File: config.mk
export PLATFORM = sky130hd
export DESIGN_NAME = rr_grant_scheduler
export DESIGN_NICKNAME = d
export VERILOG_FILES = /design/src/rtl/rr_grant_scheduler.sv
export SDC_FILE = /design/constraint.sdc
export NUM_CORES = 1
export LEC_CHECK = 0
export ABC_AREA = 1
export CORE_AREA = 3 3 49 51
export DETAILED_ROUTE_END_ITERATION = 7
export DIE_AREA = 0 0 52 54
export PLACE_DENSITY = 0.56
export SLEW_MARGIN = 20
export SYNTH_ARGS = -nofsm -noshare
export SYNTH_HDL_FRONTEND = slang
export SYNTH_SLANG_ARGS = --single-unit
File: constraint.sdc
create_clock -name clk -period 1.75 [get_ports clk]
set_input_delay 0.2625 -clock clk [delete_from_list [all_inputs] [get_ports clk]]
set_output_delay 0.2625 -clock clk [all_outputs]
set_load 0.01 [all_outputs]
File: src/rtl/rr_grant_scheduler.sv
// ----------------------------------------------------------------------------
// rr_grant_scheduler
//
// Round-robin arbiter that hands one shared resource to one of N_REQ
// requesters at a time. It uses a rotating priority pointer in front of a
// lowest-index-first priority encode. A grant is held until the owner raises
// `done` or drops its request line. Each release is followed by one mandatory
// IDLE cycle before the next grant.
//
// Optional feature (compile-time macro RR_SCHED_TIMEOUT_EN):
//   When defined, a hold counter forcibly revokes any grant after MAX_HOLD
//   cycles and pulses `timeout` for one cycle. When undefined, the counter is
//   not built and `timeout` is tied to 0.
//
// Parameters:
//   N_REQ     number of requesters (>= 2)
//   MAX_HOLD  maximum grant length in cycles when timeout is enabled (>= 1)
//   IDX_W     width of index outputs, derived from N_REQ
//
// Ports:
//   clk          rising-edge clock
//   rst_n        synchronous active-low reset
//   req          level-sensitive request lines, one per requester
//   done         current owner finished (only sampled while BUSY)
//   grant        one-hot grant vector, or all zero
//   grant_idx    encoded index of the granted requester (holds last value)
//   grant_valid  a grant is active (|grant)
//   timeout      one-cycle pulse when a grant was forcibly revoked
// ----------------------------------------------------------------------------
module rr_grant_scheduler #(
    parameter int N_REQ    = 4,
    parameter int MAX_HOLD = 16,
    parameter int IDX_W    = $clog2(N_REQ)
) (
    input  logic             clk,
    input  logic             rst_n,
    input  logic [N_REQ-1:0] req,
    input  logic             done,
    output logic [N_REQ-1:0] grant,
    output logic [IDX_W-1:0] grant_idx,
    output logic             grant_valid,
    output logic             timeout
);

    generate
        if (N_REQ < 2 || MAX_HOLD < 1) begin : g_param_check
            $error("rr_grant_scheduler: N_REQ must be >= 2 and MAX_HOLD >= 1");
        end
    endgenerate

    typedef enum logic {
        ST_IDLE = 1'b0,
        ST_BUSY = 1'b1
    } state_t;

    state_t           state_q, state_d;
    logic [N_REQ-1:0] grant_q, grant_d;
    logic [IDX_W-1:0] grant_idx_q, grant_idx_d;
    logic [IDX_W-1:0] ptr_q, ptr_d;

    logic [IDX_W-1:0] win_idx;
    logic [IDX_W-1:0] low_idx;
    logic [IDX_W-1:0] msk_idx;
    logic             msk_hit;
    logic             user_rel;
    logic             force_rel;
    logic             hold_expired;

`ifdef RR_SCHED_TIMEOUT_EN
    // MAX_HOLD-1 is the largest value the counter reaches, so this width suffices.
    localparam int CNT_W = (MAX_HOLD > 1) ? $clog2(MAX_HOLD) : 1;

    logic [CNT_W-1:0] hold_cnt_q, hold_cnt_d;
    logic             timeout_q, timeout_d;

    assign hold_expired = (hold_cnt_q == CNT_W'(MAX_HOLD - 1));
    assign timeout      = timeout_q;
`else
    assign hold_expired = 1'b0;
    assign timeout      = 1'b0;
`endif

    // Rotating-priority encode. Bits at or above ptr form the masked set.
    // The descending scan leaves the lowest set index in each candidate.
    // If nothing is set at or above ptr, the winner wraps to the lowest request.
    always_comb begin
        low_idx = '0;
        msk_idx = '0;
        msk_hit = 1'b0;
        for (int i = N_REQ - 1; i >= 0; i--) begin
            if (req[i]) begin
                low_idx = IDX_W'(i);
            end
            if (req[i] && (i >= int'(ptr_q))) begin
                msk_idx = IDX_W'(i);
                msk_hit = 1'b1;
            end
        end
        win_idx = msk_hit ? msk_idx : low_idx;
    end

    always_comb begin
        state_d     = state_q;
        grant_d     = grant_q;
        grant_idx_d = grant_idx_q;
        ptr_d       = ptr_q;
`ifdef RR_SCHED_TIMEOUT_EN
        hold_cnt_d  = hold_cnt_q;
        timeout_d   = 1'b0;
`endif
        user_rel  = done || !req[grant_idx_q];
        // Timeout counts only when nothing else releases, so coincident
        // conditions yield one release and no spurious pulse.
        force_rel = hold_expired && !user_rel;

        case (state_q)
            ST_IDLE: begin
                if (|req) begin
                    grant_d          = '0;
                    grant_d[win_idx] = 1'b1;
                    grant_idx_d      = win_idx;
                    state_d          = ST_BUSY;
`ifdef RR_SCHED_TIMEOUT_EN
                    hold_cnt_d       = '0;
`endif
                end
            end
            ST_BUSY: begin
                if (user_rel || force_rel) begin
                    grant_d = '0;
                    ptr_d   = (grant_idx_q == IDX_W'(N_REQ - 1)) ? '0
                                                                 : grant_idx_q + 1'b1;
                    state_d = ST_IDLE;
`ifdef RR_SCHED_TIMEOUT_EN
                    timeout_d = force_rel;
`endif
                end else begin
`ifdef RR_SCHED_TIMEOUT_EN
                    hold_cnt_d = hold_cnt_q + 1'b1;
`endif
                end
            end
            default: begin
                state_d = ST_IDLE;
                grant_d = '0;
            end
        endcase
    end

    always_ff @(posedge clk) begin
        if (!rst_n) begin
            state_q     <= ST_IDLE;
            grant_q     <= '0;
            grant_idx_q <= '0;
            ptr_q       <= '0;
`ifdef RR_SCHED_TIMEOUT_EN
            hold_cnt_q  <= '0;
            timeout_q   <= 1'b0;
`endif
        end else begin
            state_q     <= state_d;
            grant_q     <= grant_d;
            grant_idx_q <= grant_idx_d;
            ptr_q       <= ptr_d;
`ifdef RR_SCHED_TIMEOUT_EN
            hold_cnt_q  <= hold_cnt_d;
            timeout_q   <= timeout_d;
`endif
        end
    end

    assign grant       = grant_q;
    assign grant_idx   = grant_idx_q;
    assign grant_valid = |grant_q;

endmodule

# After elaboration in Yosys (flattened, before gate mapping)

Index checks and enable logic that the tools add are counted.

Register bits after elaboration: 9
Latch bits: 0
Memory bits (writable): 0
ROM bits: 0
Input bits: 7
Logic and storage cells: 49
Memories kept: 0

Add/sub/neg operators: 1
Multipliers: 0
Div/mod/pow operators: 0
Order comparisons: 6
Equal/unequal tests: 3
Shift-type cells: 0
Mux-type cells: 23
Bitwise gates (word level): 1
Reductions and logical operators: 11

Operators with widths:

| operator            | count |
|---|---|
| $mux 2              | 9 |
| $mux 1              | 8 |
| $mux 4              | 2 |
| $pmux 4 s2          | 1 |
| $reduce_or 4->1     | 2 |
| $lt 2x3->1 const B  | 2 |
| $reduce_and 2->1    | 3 |
| $ge 1x2->1 const A  | 2 |
| $logic_and 1x1->1   | 4 |
| $add 2x1->2 const B | 1 |
| $bmux 1 s2          | 1 |
| $demux 1 s2         | 1 |
| $eq 2x2->1 const B  | 1 |
| $ge 2x1->1 const B  | 1 |
| $ge 2x2->1 const A  | 1 |
| $ne 2x1->1 const B  | 1 |
| $ne 2x2->1 const B  | 1 |
| $pmux 1 s2          | 1 |
| $logic_not 1->1     | 1 |
| $logic_or 1x1->1    | 1 |
| $not 1->1           | 1 |

# Longest topological paths before layout

Word-level depth: 12
Gate-level depth with buffers: 10
Gate-level depth less buffers: 10

# Worst setup path before layout

OpenSTA, ideal clock, no wires.

Path type: register to register
From: register grant_idx_q[0], in the netlist grant_idx[0]
To: register ptr_q[1]
Setup time: 0.113 ns
Arrival: 1.002 ns
Data required time: 1.637 ns
Setup slack: 0.635 ns
Cell stages (with the launch flop): 8
Period minus slack after synthesis: 1.115 ns
Path through: dfxtp_1 nand2_1 nand3_2 nand3_4 nand2_4 clkinv_2 nor2_1 nor2_1

Word-level cells in the longest chain between the ends: 5

RTL lines:

| element                           | RTL line | RTL |
|---|---|---|
| start: declaration                | 58       | `logic [IDX_W-1:0] grant_idx_q, grant_idx_d;` |
| start signal: assignment          | 163      | `grant_idx_q <= grant_idx_d;` |
| $bmux 1 s2                        | 111      | `user_rel = done \|\| !req[grant_idx_q];` |
| $mux 1 (not written as such)      | 111      |  |
| $logic_not 1->1                   | 111      |  |
| $logic_or 1x1->1                  | 111      |  |
| $reduce_and 2->1 (no source line) | --       |  |
| end signal: assignment            | 164      | `ptr_q <= ptr_d;` |
| end: declaration                  | 59       | `logic [IDX_W-1:0] ptr_q, ptr_d;` |

Parallel ways exist; a longest one is shown, timed or not. The select of a mux whose other input is x is not followed.
A chain may end at the register's enable or synchronous reset.

# Worst setup path after layout

From: register grant_idx_q[0], in the netlist grant_idx[0]
To: output grant_idx[0]

RTL lines:

| element          | RTL line | RTL |
|---|---|---|
| end: declaration | 40       | `output logic [IDX_W-1:0] grant_idx,` |

No word-level cell between the ends.

==> impl_metrics.csv <==
group,metric,value,unit
clocking,cts_buffer_depth,2,
routing,vias_per_cell,4.19,
global_routing,antenna_found_initial,0,
die,core,1980,sq um
sta,rsz0062_at_grt,"false",
cells_and_area,area_delta_synth_final,30.8,%
sta,worst_slack,182,ps
synthesis,synth_fa_ha_area_share,2.11,%
cells_and_area,mostFrequentLayoutCell,"nand2_1",
cells_and_area,multi_input_area,337,sq um
worst_setup_path,cp_slowest_cell,"clkdlybuf4s50_1",
synthesis,synth_xor_area_share,0,%
synthesis,synthSimpleGateAreaFrac,44.9,%
cells_and_area,most-common-layout-cells,"nand2_1, clkdlybuf4s50_1, inv_1",
clocking,worstSkewPairLatency,260,ps
die,io_pins,15,
placed_design,hpwl,1020,um
cells_and_area,antenna_cells,0,
placed_design,portBuffers,13,
routing,antenna_left,0,
clocking,cts_resized,0,
flow_run,drv_cap,0,
worst_setup_path,critPathArrivalTime,1310,ps
die,row_count,16,
sta,hold_viol_final,0,
synthesis,synth_compound_area_share,9.07,%
pwr,p_leak,0.371,nW
cells_and_area,regArea,180,sq um
outcome,outcome,"finished, final reports clean",
cells_and_area,drive_gt1_share,22.2,%
sta,min_period_over_period,89.6,%
cells_and_area,postLayoutCoreUtil,39.1,%
global_routing,grt_max_degree,9,
sta,final.min_clock_period,1570,ps
routing,wl_per_cell,9.05,um
sta,setup_viol,0,
synthesis,synthMuxAreaShare,0,%
clocking,cts_setup_buffers,0,
routing,vias,566,
global_routing,grt.total_usage,11.3,%
clocking,cts_hold_buf,0,
die,dieHeight,54,um
synthesis,synth_area,593,sq um
die,die_x,52,um
sta,finalSetupTns,0,ps
cells_and_area,fillerInstances,197,
cells_and_area,fin_cells,135,
pwr,ir_worst_vdd,0.000476,V
clocking,cts_tree,"done",
sta,worst_clock_skew,5.91,ps
die,floorplan.initialDensity,29.9,%
placed_design,post-place-cells,131,
worst_setup_path,endpoint_kind,"output port",
synthesis,syn_avg_cell_area,6.45,sq um
global_routing,grt_pass1_vias,563,
routing,route.detailed.drc,0,
synthesis,yosysSeqAreaShare,30.4,%
worst_setup_path,crit_type,"register to output port",
worst_setup_path,crit_family,"buffers and inverters",
sta,slew_viol_final,0,
clocking,cts_root_buf,"clkbuf_4",
worst_setup_path,path_buf_inv,1,
pwr,power,0.627,mW
global_routing,grt_pass1_wl,2300,um
synthesis,syn_nets,100,
sta,max_clock_freq,638,MHz
cells_and_area,nNetsFinal,117,
routing,initialDrtViolationCount,9,
worst_setup_path,start_kind,"register",
clocking,h-tree-depth,1,
worst_setup_path,cpPeakStageDelay,590,ps
worst_setup_path,path_max_fanout,7,
synthesis,synth_top_family_by_area,"simple AND/OR/NAND/NOR gates",
clocking,cts.sinks,9,
global_routing,grt_overflow,0,
clocking,cts_buffers,3,
synthesis,ys_ff_latch,9,
pwr,powerDensity,808,nW/um^2
synthesis,yosysWarnings,0,
routing,drt-total-wl,1220,um
placed_design,dp_slack,212,ps
synthesis,netlist_instances,92,
routing,dr.pass1.iters,4,
synthesis,synth.distinct_cells,19,
placed_design,place_congestion,0.757,
worst_setup_path,required,1490,ps
worst_setup_path,worstPathCellList,"clkdlybuf4s50_1",
clocking,path_clk_slew,60,ps
die,dieArea,2810,sq um
hold_path,hold_path_class,"register to register",
==> cell families after synthesis <==
logic type,Yosys count
AND/OR/NAND/NOR,52
AO/OA/AOI/OAI,10
adder cells (fa/ha/maj),1
other,1
flip-flops,9
buffers and inverters,19
==> report_power, final <==
| part | internal [mW] | switching (mW) | leakage [nW] | total, mW |
|---|---|---|---|---|
| Sequential | 0.228 | 0.0244 | 0.0743 | 0.252 |
| Combinational | 0.0993 | 0.118 | 0.282 | 0.217 |
| Clock | 0.0877 | 0.0702 | 0.0150 | 0.158 |
==> flip-flops by register name (all words and copies together), names as in the netlist <==
| register | cells |
|---|---|
| grant | 4 |
| grant_idx | 2 |
| ptr_q | 2 |
| state_q | 1 |
==> through the flow <==
| stage | hold slack (ps) | cell area (sq um) |
|---|---|---|
| 2_1_floorplan | 386 | 593 |
| 3_3_place_gp | 497 | 749 |
| 3_5_place_dp | 492 | 749 |
| 4_1_cts | 501 | 776 |
| 5_1_grt | 511 | 776 |
| 6_report | 500 | 776 |
==> layer usage <==
| layer | share of wire [%] | GRT usage [%] | wire length (um) |
|---|---|---|---|
| met5 | 0 | 0 | 0 |
| met4 | 0 | 2.62 | 0 |
| met3 | 5.6 | 5.82 | 68 |
| met2 | 49 | 18.4 | 600 |
| met1 | 45 | 13.0 | 553 |
==> Yosys cell counts <==
cell,instances,share of area [%]
nor2_2,3,3.2
clkinv_2,1,0.84
nand2_1,21,13
inv_1,12,7.6
ha_1,1,2.1
nand3_2,2,3.4
nand2_4,2,3.8
buf_4,1,1.3
a21oi_1,5,4.2
nand2_2,6,6.3
inv_2,5,3.2
nand3_1,6,5.1
o21ai_1,3,2.5
nor2_1,11,7.0
conb_1,1,0.63
nand3_4,1,3.0
o21ai_0,1,0.84
dfxtp_1,9,30
a21oi_2,1,1.5
==> path summary, 6_finish.rpt <==
| kind | from | end | slack, ps | cells after the start |
|---|---|---|---|---|
| worst max-delay path | grant_idx[0] | grant_idx[0] | 180 | 1 |
| worst min-delay path | grant[3] | grant[3] | 500 | 2 |
| worst max register to register | grant_idx[0] | ptr_q[1] | 570 | 7 |
| worst min register to register | grant[3] | grant[3] | 500 | 2 |
==> layout make-up <==
class                      count  share of cell area, %
clock buffer                   4                   3.39
inverter                      18                   8.87
multi-input combinational     64                   43.4
sequential                     9                   23.2
tap                           27                   4.35
timing repair buffer          13                   16.8
Power figures use the tool's default switching activity.
